File: src/rtl/rsa_job_master.sv
// Client-side driver for an RSA modexp engine: queues jobs, runs them one at a time,
// and returns each result with a status code (OK, BAD_MODULUS, TIMEOUT).
module rsa_job_master #(
    parameter int MODULUS_WIDTH  = 16,
    parameter int EXPONENT_WIDTH = 4,
    parameter int FIFO_DEPTH     = 4,
    parameter int TIMEOUT_CYCLES = 64
) (
    input  logic                      clk,
    input  logic                      rst,
    input  logic                      req_valid,
    output logic                      req_ready,
    input  logic [MODULUS_WIDTH-1:0]  req_message,
    input  logic [MODULUS_WIDTH-1:0]  req_modulus,
    input  logic [EXPONENT_WIDTH-1:0] req_exponent,
    output logic                      rsp_valid,
    input  logic                      rsp_ready,
    output logic [MODULUS_WIDTH-1:0]  rsp_result,
    output logic [1:0]                rsp_status,
    output logic                      rsa_start,
    output logic [MODULUS_WIDTH-1:0]  rsa_message,
    output logic [MODULUS_WIDTH-1:0]  rsa_modulus,
    output logic [EXPONENT_WIDTH-1:0] rsa_exponent,
    input  logic [MODULUS_WIDTH-1:0]  rsa_result,
    input  logic                      rsa_done,
    output logic                      busy,
    output logic [15:0]               jobs_done
);
    localparam int AW = $clog2(FIFO_DEPTH);
    localparam int TW = $clog2(TIMEOUT_CYCLES);
    localparam logic [TW-1:0] T_MAX = TW'(TIMEOUT_CYCLES - 1);
    localparam logic [1:0] ST_OK      = 2'b00;
    localparam logic [1:0] ST_BAD_MOD = 2'b01;
    localparam logic [1:0] ST_TIMEOUT = 2'b10;

    typedef enum logic [1:0] {S_IDLE, S_ISSUE, S_WAIT, S_RESP} state_t;

    logic [MODULUS_WIDTH-1:0]  msg_mem [FIFO_DEPTH];
    logic [MODULUS_WIDTH-1:0]  mod_mem [FIFO_DEPTH];
    logic [EXPONENT_WIDTH-1:0] exp_mem [FIFO_DEPTH];

    logic [AW:0] wr_ptr_q, rd_ptr_q;
    logic        full, empty, push;
    logic [AW-1:0] head;

    state_t                    state_q;
    logic [TW-1:0]             timer_q;
    logic                      start_q, rsp_valid_q;
    logic [1:0]                status_q;
    logic [MODULUS_WIDTH-1:0]  result_q, msg_q, mod_q;
    logic [EXPONENT_WIDTH-1:0] exp_q;
    logic [15:0]               jobs_q;

    // Extra pointer MSB distinguishes full from empty when the indices match.
    assign empty = (wr_ptr_q == rd_ptr_q);
    assign full  = (wr_ptr_q[AW] != rd_ptr_q[AW]) && (wr_ptr_q[AW-1:0] == rd_ptr_q[AW-1:0]);
    assign push  = req_valid && !full;
    assign head  = rd_ptr_q[AW-1:0];

    assign req_ready    = !full;
    assign busy         = (state_q != S_IDLE) || !empty;
    assign rsp_valid    = rsp_valid_q;
    assign rsp_result   = result_q;
    assign rsp_status   = status_q;
    assign rsa_start    = start_q;
    assign rsa_message  = msg_q;
    assign rsa_modulus  = mod_q;
    assign rsa_exponent = exp_q;
    assign jobs_done    = jobs_q;

    always_ff @(posedge clk) begin
        if (push) begin
            msg_mem[wr_ptr_q[AW-1:0]] <= req_message;
            mod_mem[wr_ptr_q[AW-1:0]] <= req_modulus;
            exp_mem[wr_ptr_q[AW-1:0]] <= req_exponent;
        end
    end

    always_ff @(posedge clk or posedge rst) begin
        if (rst) wr_ptr_q <= '0;
        else if (push) wr_ptr_q <= wr_ptr_q + {{AW{1'b0}}, 1'b1};
    end

    always_ff @(posedge clk or posedge rst) begin
        if (rst) begin
            state_q     <= S_IDLE;
            rd_ptr_q    <= '0;
            timer_q     <= '0;
            start_q     <= 1'b0;
            rsp_valid_q <= 1'b0;
            status_q    <= ST_OK;
            result_q    <= '0;
            msg_q       <= '0;
            mod_q       <= '0;
            exp_q       <= '0;
            jobs_q      <= '0;
        end else begin
            case (state_q)
                S_IDLE: begin
                    if (!empty) begin
                        msg_q    <= msg_mem[head];
                        mod_q    <= mod_mem[head];
                        exp_q    <= exp_mem[head];
                        rd_ptr_q <= rd_ptr_q + {{AW{1'b0}}, 1'b1};
                        result_q <= '0;
                        if (mod_mem[head] == '0) begin
                            status_q    <= ST_BAD_MOD;
                            rsp_valid_q <= 1'b1;
                            state_q     <= S_RESP;
                        end else begin
                            start_q <= 1'b1;
                            state_q <= S_ISSUE;
                        end
                    end
                end
                S_ISSUE: begin
                    start_q <= 1'b0;
                    timer_q <= '0;
                    state_q <= S_WAIT;
                end
                S_WAIT: begin
                    // Completion takes priority over a timeout landing in the same cycle.
                    if (rsa_done) begin
                        result_q    <= rsa_result;
                        status_q    <= ST_OK;
                        rsp_valid_q <= 1'b1;
                        state_q     <= S_RESP;
                    end else if (timer_q == T_MAX) begin
                        result_q    <= '0;
                        status_q    <= ST_TIMEOUT;
                        rsp_valid_q <= 1'b1;
                        state_q     <= S_RESP;
                    end else begin
                        timer_q <= timer_q + {{(TW-1){1'b0}}, 1'b1};
                    end
                end
                S_RESP: begin
                    if (rsp_ready) begin
                        rsp_valid_q <= 1'b0;
                        jobs_q      <= jobs_q + 16'd1;
                        state_q     <= S_IDLE;
                    end
                end
                default: state_q <= S_IDLE;
            endcase
        end
    end
endmodule

File: config.mk
export PLATFORM = sky130hd
export DESIGN_NAME = rsa_job_master
export DESIGN_NICKNAME = d
export VERILOG_FILES = /design/src/rtl/rsa_job_master.sv
export SDC_FILE = /design/constraint.sdc
export NUM_CORES = 1
export LEC_CHECK = 0
export ABC_AREA = 1
export BUFFER_PORTS_ARGS = -buffer_cell sky130_fd_sc_hd__buf_4
export CORE_MARGIN = 2
export CORE_UTILIZATION = 57
export DETAILED_ROUTE_END_ITERATION = 10
export PLACE_DENSITY = 0.75
export SETUP_SLACK_MARGIN = 0.5
export SKIP_CTS_REPAIR_TIMING = 1
export SLEW_MARGIN = 15
export SYNTH_ARGS = -nofsm -noshare
export SYNTH_HDL_FRONTEND = slang
export SYNTH_SLANG_ARGS = --single-unit
File: constraint.sdc
create_clock -name clk -period 3.5 [get_ports clk]
set_input_delay 0.7 -clock clk [delete_from_list [all_inputs] [get_ports clk]]
set_output_delay 0.7 -clock clk [all_outputs]
set_load 0.03 [all_outputs]
=== Yosys cells after proc, flatten, opt, wreduce, memory -nomap -nowiden ===
Memory sizes are Yosys's and may differ from the RTL's. A register that Yosys moved wholly into a read port is not among the register bits.
Cells that the tools add are included.

* Bitwise operators: 1
* Equal/unequal tests: 14
* Mux-type cells: 29
* Add/sub/neg operators: 4
* Reductions and logical operators: 20

{| class="wikitable"
|+ Operators by type and width
! operator !! number
|-
| $mux 16 || 3
|-
| $pmux 16 s2 || 1
|-
| $mux 2 || 9
|-
| $add 16x1->16 const B || 1
|-
| $logic_not 16->1 || 1
|-
| $mux 6 || 2
|-
| $ne 2x2->1 const B || 6
|-
| $pmux 6 s2 || 1
|-
| $reduce_and 3->1 || 4
|-
| $mux 1 || 9
|-
| $pmux 2 s4 || 1
|-
| $reduce_bool 2->1 || 4
|-
| $add 3x1->3 const B || 2
|-
| $add 6x1->6 const B || 1
|-
| $eq 6x6->1 const B || 1
|-
| $reduce_and 5->1 || 1
|-
| $eq 2x2->1 const B || 2
|-
| $pmux 2 s2 || 1
|-
| $reduce_and 2->1 || 2
|-
| $reduce_and 4->1 || 1
|-
| $eq 3x3->1 || 1
|-
| $ne 3x3->1 const B || 1
|-
| $pmux 1 s3 || 1
|-
| $reduce_bool 3->1 || 1
|-
| 9 further kinds || 11
|}

* Bits in writable memories: 144
* Memories: 3
* Logic and storage cells: 81
* Input bits: 57
* Register bits after elaboration: 66
* Output and inout port bits: 74

{| class="wikitable"
|+ Memory list
! name !! depth !! bits a word !! read ports !! clocked after Yosys merged registers in !! write ports !! line !! source
|-
| mod_mem || 4 || 16 || 1 || 0 || 1 || 39 || <nowiki>logic [MODULUS_WIDTH-1:0] mod_mem [FIFO_DEPTH];</nowiki>
|-
| msg_mem || 4 || 16 || 1 || 1 || 1 || 38 || <nowiki>logic [MODULUS_WIDTH-1:0] msg_mem [FIFO_DEPTH];</nowiki>
|-
| exp_mem || 4 || 4 || 1 || 1 || 1 || 40 || <nowiki>logic [EXPONENT_WIDTH-1:0] exp_mem [FIFO_DEPTH];</nowiki>
|}

=== Longest topological paths before layout ===
Gate-level depths: netlist (run 1).

* Depth after elaboration: 6
* Depth in mapped cells: 14
* Gate-level depth less buffers: 14

=== Worst setup path after synthesis (run 1) ===
No wires, ideal clock.

* Path type: reg2reg
* Start point: register wr_ptr_q[1]
* End point: memory exp_mem[3][0] (enable)
* Period minus slack after synthesis: 3123 ps
* Setup time: 432 ps
* Cell stages (with the launch flop): 5
* Arrival: 2690 ps
* Slack: 377 ps
* Cell sequence: dfrtp_1 > xnor2_1 > nand3_1 > nand2_1 > nor2_1

* Word-level cells in the longest chain between the ends: 6

{| class="wikitable"
|+ RTL lines
! item !! line !! source
|-
| start, declared || 42 || <nowiki>logic [AW:0] wr_ptr_q, rd_ptr_q;</nowiki>
|-
| start signal, assigned || 81 || <nowiki>else if (push) wr_ptr_q <= wr_ptr_q + {{AW{1'b0}}, 1'b1};</nowiki>
|-
| $eq 2x2->1 || 56 || <nowiki>assign full = (wr_ptr_q[AW] != rd_ptr_q[AW]) && (wr_ptr_q[AW-1:0] == rd_ptr_q[AW-1:0]);</nowiki>
|-
| $logic_and 1x1->1 || 56 ||
|-
| $logic_not 1->1 || - ||
|-
| via req_ready || 12 || <nowiki>output logic req_ready,</nowiki>
|-
| $logic_and 1x1->1 || 57 || <nowiki>assign push = req_valid && !full;</nowiki>
|-
| $mux 1 || 72 || <nowiki>if (push) begin</nowiki>
|-
| $mux 1 (implied by the code) || 75 || <nowiki>exp_mem[wr_ptr_q[AW-1:0]] <= req_exponent;</nowiki>
|-
| end, declared || 40 ||
|}

The timed path passes the listed nets, and every way through them passes these cells.

=== Worst setup path in the final report (run 1) ===
* Start point: register state_q[0]
* End point: output busy

* Word-level cells in the longest chain between the ends: 2

{| class="wikitable"
|+ RTL lines
! item !! line !! source
|-
| start, declared || 46 || <nowiki>state_t state_q;</nowiki>
|-
| start signal, assigned || 86 || <nowiki>state_q <= S_IDLE;</nowiki>
|-
| start signal, assigned || 109 || <nowiki>state_q <= S_RESP;</nowiki>
|-
| start signal, assigned || 112 || <nowiki>state_q <= S_ISSUE;</nowiki>
|-
| $reduce_bool 2->1 || 61 || <nowiki>assign busy = (state_q != S_IDLE) || !empty;</nowiki>
|-
| $logic_or 1x1->1 || 61 ||
|-
| end, declared || 26 || <nowiki>output logic busy,</nowiki>
|}

Every way passes these cells.

==> flow_metrics.py, run 1 <==
metrics = {
    "status": {
        "status": "completed",
    },
    "sta": {
        "post-route-period-util": 0.744,
        "finalSetupViolCount": 0,
        "fmax_mhz": 384,
        "fin_ws_ps": 895,
        "fin_tns_setup_ps": 0,
        "relSlewSlack": 0.375,
        "fin_skew_ps": 14.0,
        "finalCriticalPeriod_ps": 2600,
        "tightest_slew_ps": 934,
        "hold_viol": 0,
        "drv_slew": 0,
        "timing.hold.ws_ps": 360,
        "rsz0062_at_grt": "no",
    },
    "setup_path": {
        "cp.required_ps": 2800,
        "r2r-end": "rsp_status[0]",
        "crit_type": "register to output pin",
        "startpoint_type": "register",
        "r2r_slack_ps": 1120,
        "path_max_fanout": 7,
        "regToRegStartpoint": "rd_ptr_q[1]",
        "end_kind": "output pin",
        "worstPathArrival_ps": 1900,
        "r2r_cells": 11,
    },
    "clock_network": {
        "cts_tree": "done",
        "cts.path.max_buffers": 3,
        "cts_buffers": 23,
        "clkTransAtPathRegs_ps": 60,
        "cts_root_buf": "clkbuf_16",
        "clock_latency_ps": 510,
        "cts.sinks": 230,
        "htreeDepth": 1,
    },
    "power_and_ir_drop": {
        "ir_drop_mv": 0.532,
        "leakagePower_nw": 4.63,
        "power_density_mw_per_mm2": 937,
        "swShare": 0.387,
        "p_comb_frac": 0.395,
        "sequentialPowerShare": 0.395,
        "p_sw_mw": 3.99,
        "internal-power_mw": 6.31,
        "pwr-share-clk": 0.210,
    },
    "cells_and_area": {
        "instances_no_fill": 1120,
        "final_util": 0.697,
        "nets": 955,
        "syn_to_final_growth_pct": 20.2,
        "drive_above_1_share": 0.226,
    },
    "flow_run": {
        "drv_cap": 0,
    },
    "die": {
        "row_count": 46,
        "start_util": 0.579,
        "io_pins": 131,
        "fp.dieH_um": 131,
        "dieArea_mm2": 0.0171,
        "die_width_um": 131,
        "core_area_mm2": 0.0158,
    },
    "synthesis": {
        "synth_seq_cells": 230,
        "synth_area_mm2": 0.00914,
        "syn-num-nets": 821,
        "synth_cell_types": 29,
        "avgSynthCellArea_um2": 12.1,
        "yosysSeqAreaShare": 0.709,
        "synth_top_area_frac": 0.473,
        "yosys-top-cells-area": "edfxtp_1 (47%), dfrtp_1 (24%), nand2_1 (6.9%)",
        "synth_largest_area_cell": "edfxtp_1",
        "syn_inst": 753,
        "ys_warn_count": 0,
    },
    "routing": {
        "final_antenna_net_count": 0,
        "drc": 0,
        "first_pass_iters": 5,
        "dr_total_vias": 6031,
        "viasPerCell": 5.38,
        "routed_wl_mm": 18.8,
        "first_iter_violations": 512,
        "post_drt_wl_per_cell_um": 16.8,
    },
    "grt": {
        "grt_overflow": 0,
        "grt_pass1_vias": 5854,
        "grt_usage": 0.223,
        "grt_first_pass_wirelength_mm": 29.7,
        "antenna_found_initial": 1,
        "grt_max_degree": 74,
    },
    "placement": {
        "place_hpwl_mm": 11.7,
        "port_buffers": 130,
        "preCtsSetupSlack_ps": 1130,
        "gp_congestion": 0.811,
        "placed_cells": 1078,
    },
    "worst_hold_path": {
        "hold_path.class": "input port to async pin",
    },
}
## critical path, cell delays in order (launching register included)
cell and delay, ps:
dfrtp_1 400, inv_1 110, ha_1 370, nand4_1 270
buf_4 250
## cells in the mapped netlist (all sizes together)
| master | number |
|---|---|
| nand2 | 169 |
| edfxtp | 144 |
| dfrtp | 86 |
| nor2 | 72 |
| o21ai | 63 |
| nand3 | 61 |
| inv | 36 |
| o22ai | 23 |
| mux2 | 21 |
| buf | 20 |
| clkbuf | 12 |
| xor2 | 12 |
| ha | 11 |
| xnor2 | 9 |
| a21oi | 4 |
| nor3 | 4 |
| nand4 | 3 |
| a31oi | 1 |
| nand3b | 1 |
| nor3b | 1 |
## per-stage QoR
step | power, mW | area, um^2
2_1_floorplan | 6.90 | 9140
3_3_place_gp | 8.05 | 10300
3_5_place_dp | 8.22 | 10300
4_1_cts | 10.4 | 11000
5_1_grt | 10.9 | 11000
6_report | 10.3 | 11000
## cells by family (layout without fill, tap and decap cells)
family,Yosys count,in the layout,share of synthesized area
other,0,1,0
flip-flops,230,230,0.709
adder cells (fa/ha/maj),11,11,0.0151
multiplexers,21,21,0.0259
AO/OA/AOI/OAI,91,91,0.0548
buffers and inverters,68,218,0.0364
XOR/XNOR,21,21,0.0201
AND/OR/NAND/NOR,311,311,0.139
## routing by layer
metal / track usage / vias to the layer above / wire, um
met2: 0.380 / 194 / 9410
li1: - / 2858 / -
met1: 0.299 / 2954 / 7890
met5: 0 / - / 0
met3: 0.0419 / 25 / 1260
met4: 0.0601 / 0 / 298
## layout by cell type (no fill, tap or decap), types with 2 or more instances in the layout
master     count
clkinv_1       6
inv_2          2
nor2_1        67
xnor2_1        9
mux2_2        21
clkbuf_1       8
clkinv_2       2
buf_4        140
nor3_1         4
ha_1          11
o22ai_1       23
inv_1         32
dfrtp_1       85
edfxtp_1     144
nand4_1        3
a21oi_1        3
o21ai_4        2
clkbuf_16     23
nand2_2        2
inv_6          2
o21ai_0       61
nand3_1       61
xor2_1        12
nor2_4         4
nand2_1      167
## layout make-up
cell class	count	area, um^2
Clock buffer	31	606
Antenna cell	1	2.50
Fill cell	1121	4780
Multi-Input combinational cell	455	2370
Clock inverter	10	48.8
Inverter	36	143
Tap cell	216	270
Sequential cell	230	6480
Timing Repair Buffer	141	1070
## how the worst max path moves through the flow
stage	start	endpoint	slack, ps
final	state_q[0]	busy	900
after global routing	state_q[1]	busy	750
after CTS	state_q[0]	busy	860
after detailed placement	rd_ptr_q[1]	rsp_status[1]	1130
after global placement	rd_ptr_q[1]	rsp_status[1]	1210
after floorplan	wr_ptr_q[1]	exp_mem[0][0]	420
## state kept, by name (all words and copies together), names as in the netlist, 2 cells and up
name and flops:
exp_mem 16, jobs_done 16, mod_mem 64, msg_mem 64
rd_ptr_q 3, rsa_exponent 4, rsa_message 16, rsa_modulus 16
rsp_result 16, rsp_status 2, state_q 2, timer_q 6
wr_ptr_q 3
## power by group through the flow
stage	logic [mW]	clock network [mW]	registers (mW)
global placement	3.97	0	4.08
detailed placement	4.10	0	4.12
finish	4.07	2.16	4.07
CTS	4.11	2.21	4.07
global route	4.46	2.34	4.14
floorplan	2.23	0	4.68
Power figures use the tool's default switching activity.
==> inputs of run 2 (changes only) <==
- CORE_UTILIZATION: 57 -> 51
- PLACE_DENSITY: 0.75 -> 0.71
- clock period: 3.5 -> 2.1 ns (I/O delays scaled with it)
==> run 2 against run 1 <==
Net effect: final cell count rose by 9.4%; critical path depth did not move; the run now ends with hold timing, setup timing left; largest power group is now combinational logic; register-to-register slack got worse by 1000 ps; clock skew is 2.8 ps lower; worst hold slack got worse by 370 ps; critical path type unchanged; wire length up 29%; sequential power is 68% higher; combinational power increased to 2.7 times the previous value; count of clock-buffer cells in the layout is 1 higher.
==> flow_metrics.py, run 2 (same netlist as run 1, synthesis figures left out) <==
metrics = {
    "cells_and_area": {
        "final_cell_mix": "buf_4 (170), nand2_1 (150), edfxtp_1 (144), dfrtp_1 (80), nor2_1 (52)",
        "nets": 1050,
        "syn_to_final_growth_pct": 41.8,
        "drive_above_1_share": 0.400,
        "fill_cells": 1045,
        "instances_no_fill": 1225,
        "antennaDiodeCount": 0,
        "final_common_cell": "buf_4",
    },
    "placement": {
        "place_hpwl_mm": 11.9,
        "port_buffers": 130,
        "gp_congestion": 0.721,
        "placed_cells": 1104,
        "preCtsSetupSlack_ps": -118,
    },
    "sta": {
        "drv_slew": 0,
        "finalSetupViolCount": 1,
        "timing.hold.ws_ps": -6.57,
        "fin_tns_setup_ps": -170,
        "rsz0062_at_grt": "yes",
        "relSlewSlack": 0.473,
        "hold_viol": 4,
        "finalCriticalPeriod_ps": 2270,
        "fmax_mhz": 440,
        "tightest_slew_ps": 789,
        "post-route-period-util": 1.08,
        "fin_skew_ps": 11.3,
        "fin_ws_ps": -170,
    },
    "grt": {
        "antenna_found_initial": 0,
        "grt_usage": 0.202,
        "grt_overflow": 0,
        "grt_pass1_vias": 5748,
        "grt_max_degree": 58,
        "grt_first_pass_wirelength_mm": 29.7,
    },
    "routing": {
        "first_iter_violations": 557,
        "routed_wl_mm": 24.4,
        "dr_total_vias": 6691,
        "first_pass_iters": 5,
        "drc": 0,
        "post_drt_wl_per_cell_um": 19.9,
        "final_antenna_net_count": 0,
        "viasPerCell": 5.46,
    },
    "setup_path": {
        "crit_type": "register to output pin",
        "cp_cell_sequence": "xnor2_2 > buf_4 > nand4_1 > buf_6",
        "worstPathArrival_ps": 1850,
        "startpoint_type": "register",
        "slowest_delay_ps": 450,
        "cp.required_ps": 1680,
        "end_kind": "output pin",
        "worst-path-buf-inv": 2,
        "slowest_stage": "dfrtp_2",
        "cp_top_family": "flip-flops",
        "path_max_fanout": 3,
    },
    "status": {
        "violations": "hold timing, setup timing",
        "status": "complete, but fails checks",
    },
    "die": {
        "fp.dieH_um": 138,
        "core_area_mm2": 0.0174,
        "dieArea_mm2": 0.0190,
        "die_width_um": 138,
        "row_count": 48,
        "start_util": 0.525,
        "io_pins": 131,
    },
    "clock_network": {
        "cts_tree": "done",
        "cts_buffers": 24,
        "htreeDepth": 1,
        "cts.sinks": 230,
        "cts.path.max_buffers": 3,
        "clkTransAtPathRegs_ps": 70,
        "cts_root_buf": "clkbuf_16",
        "clock_latency_ps": 520,
    },
    "power_and_ir_drop": {
        "swShare": 0.383,
        "p_total_mw": 22.2,
        "leakagePower_nw": 5.54,
        "ir_drop_mv": 0.983,
        "pwr-share-clk": 0.195,
        "internal-power_mw": 13.7,
        "p_sw_mw": 8.49,
        "p_comb_frac": 0.498,
        "sequentialPowerShare": 0.308,
        "power_density_mw_per_mm2": 1710,
    },
    "flow_run": {
        "drv_cap": 0,
    },
    "worst_hold_path": {
        "hold_path.class": "input port to async pin",
    },
}
## run 2: changes by cell type in the layout (fill, tap and decap cells not counted), moves of 10 or more
cell and delta:
nand3_1 -22, buf_6 +28, o21ai_0 -18, nand3_2 +20, nor2_4 +15, clkbuf_16 +10
nand2_2 +11, mux2_4 +20, buf_12 +15, buf_4 +30, nand2_1 -17, nor2_1 -15
mux2_2 -20
## run 2: metal layers
layer  up-vias  part of all wire  GRT usage  wire [um]
met5         -                 0          0          0
met4         0             0.019     0.0539        454
met3        38             0.066     0.0369       1600
met2       269              0.52      0.340      12800
met1      3319              0.39      0.272       9530
li1       3065                 -          -          -
## run 2: path summary, 6_finish.rpt
check	from	endpoint	slack, ps	cells after the start
max	rd_ptr_q[1]	busy	-170	4
min in group clk	req_message[10]	msg_mem[2][10]	100	1
min reg2reg	jobs_done[15]	jobs_done[15]	470	1
min	rst	jobs_done[10]	-7	3
max in group asynchronous	rst	rsa_exponent[1]	1720	3
max reg2reg	rd_ptr_q[0]	rsp_status[0]	90	12
## run 2: worst min-delay path, stage by stage
cell,delay (ps)
buf_4,120
clkinvlp_4,80
buf_12,280
## run 2: cell type report
cell class / instances / area, um^2 / area share
Clock inverter: 12 / 153 / 0.0118
Inverter: 36 / 165 / 0.0127
Sequential cell: 230 / 6480 / 0.500
Clock buffer: 32 / 661 / 0.0510
Timing Repair inverter: 1 / 11.3 / 0.000869
Tap cell: 225 / 282 / 0.0217
Timing Repair Buffer: 231 / 2270 / 0.175
Multi-Input combinational cell: 458 / 2940 / 0.227
## run 2: through the flow
step                utilization  cell area (um^2)
global route              0.744             13000
global placement          0.607             10600
CTS                       0.654             11400
finish                    0.744             13000
floorplan                     -              9230
detailed placement        0.607             10600
## run 2: power by group through the flow
stage	registers [mW]	clock network [mW]	logic, mW
detailed placement	6.80	0	7.28
finish	6.82	4.32	11.0
global placement	6.77	0	7.18
global route	6.92	4.54	11.7
floorplan	7.79	0	3.82
CTS	6.72	4.36	7.33
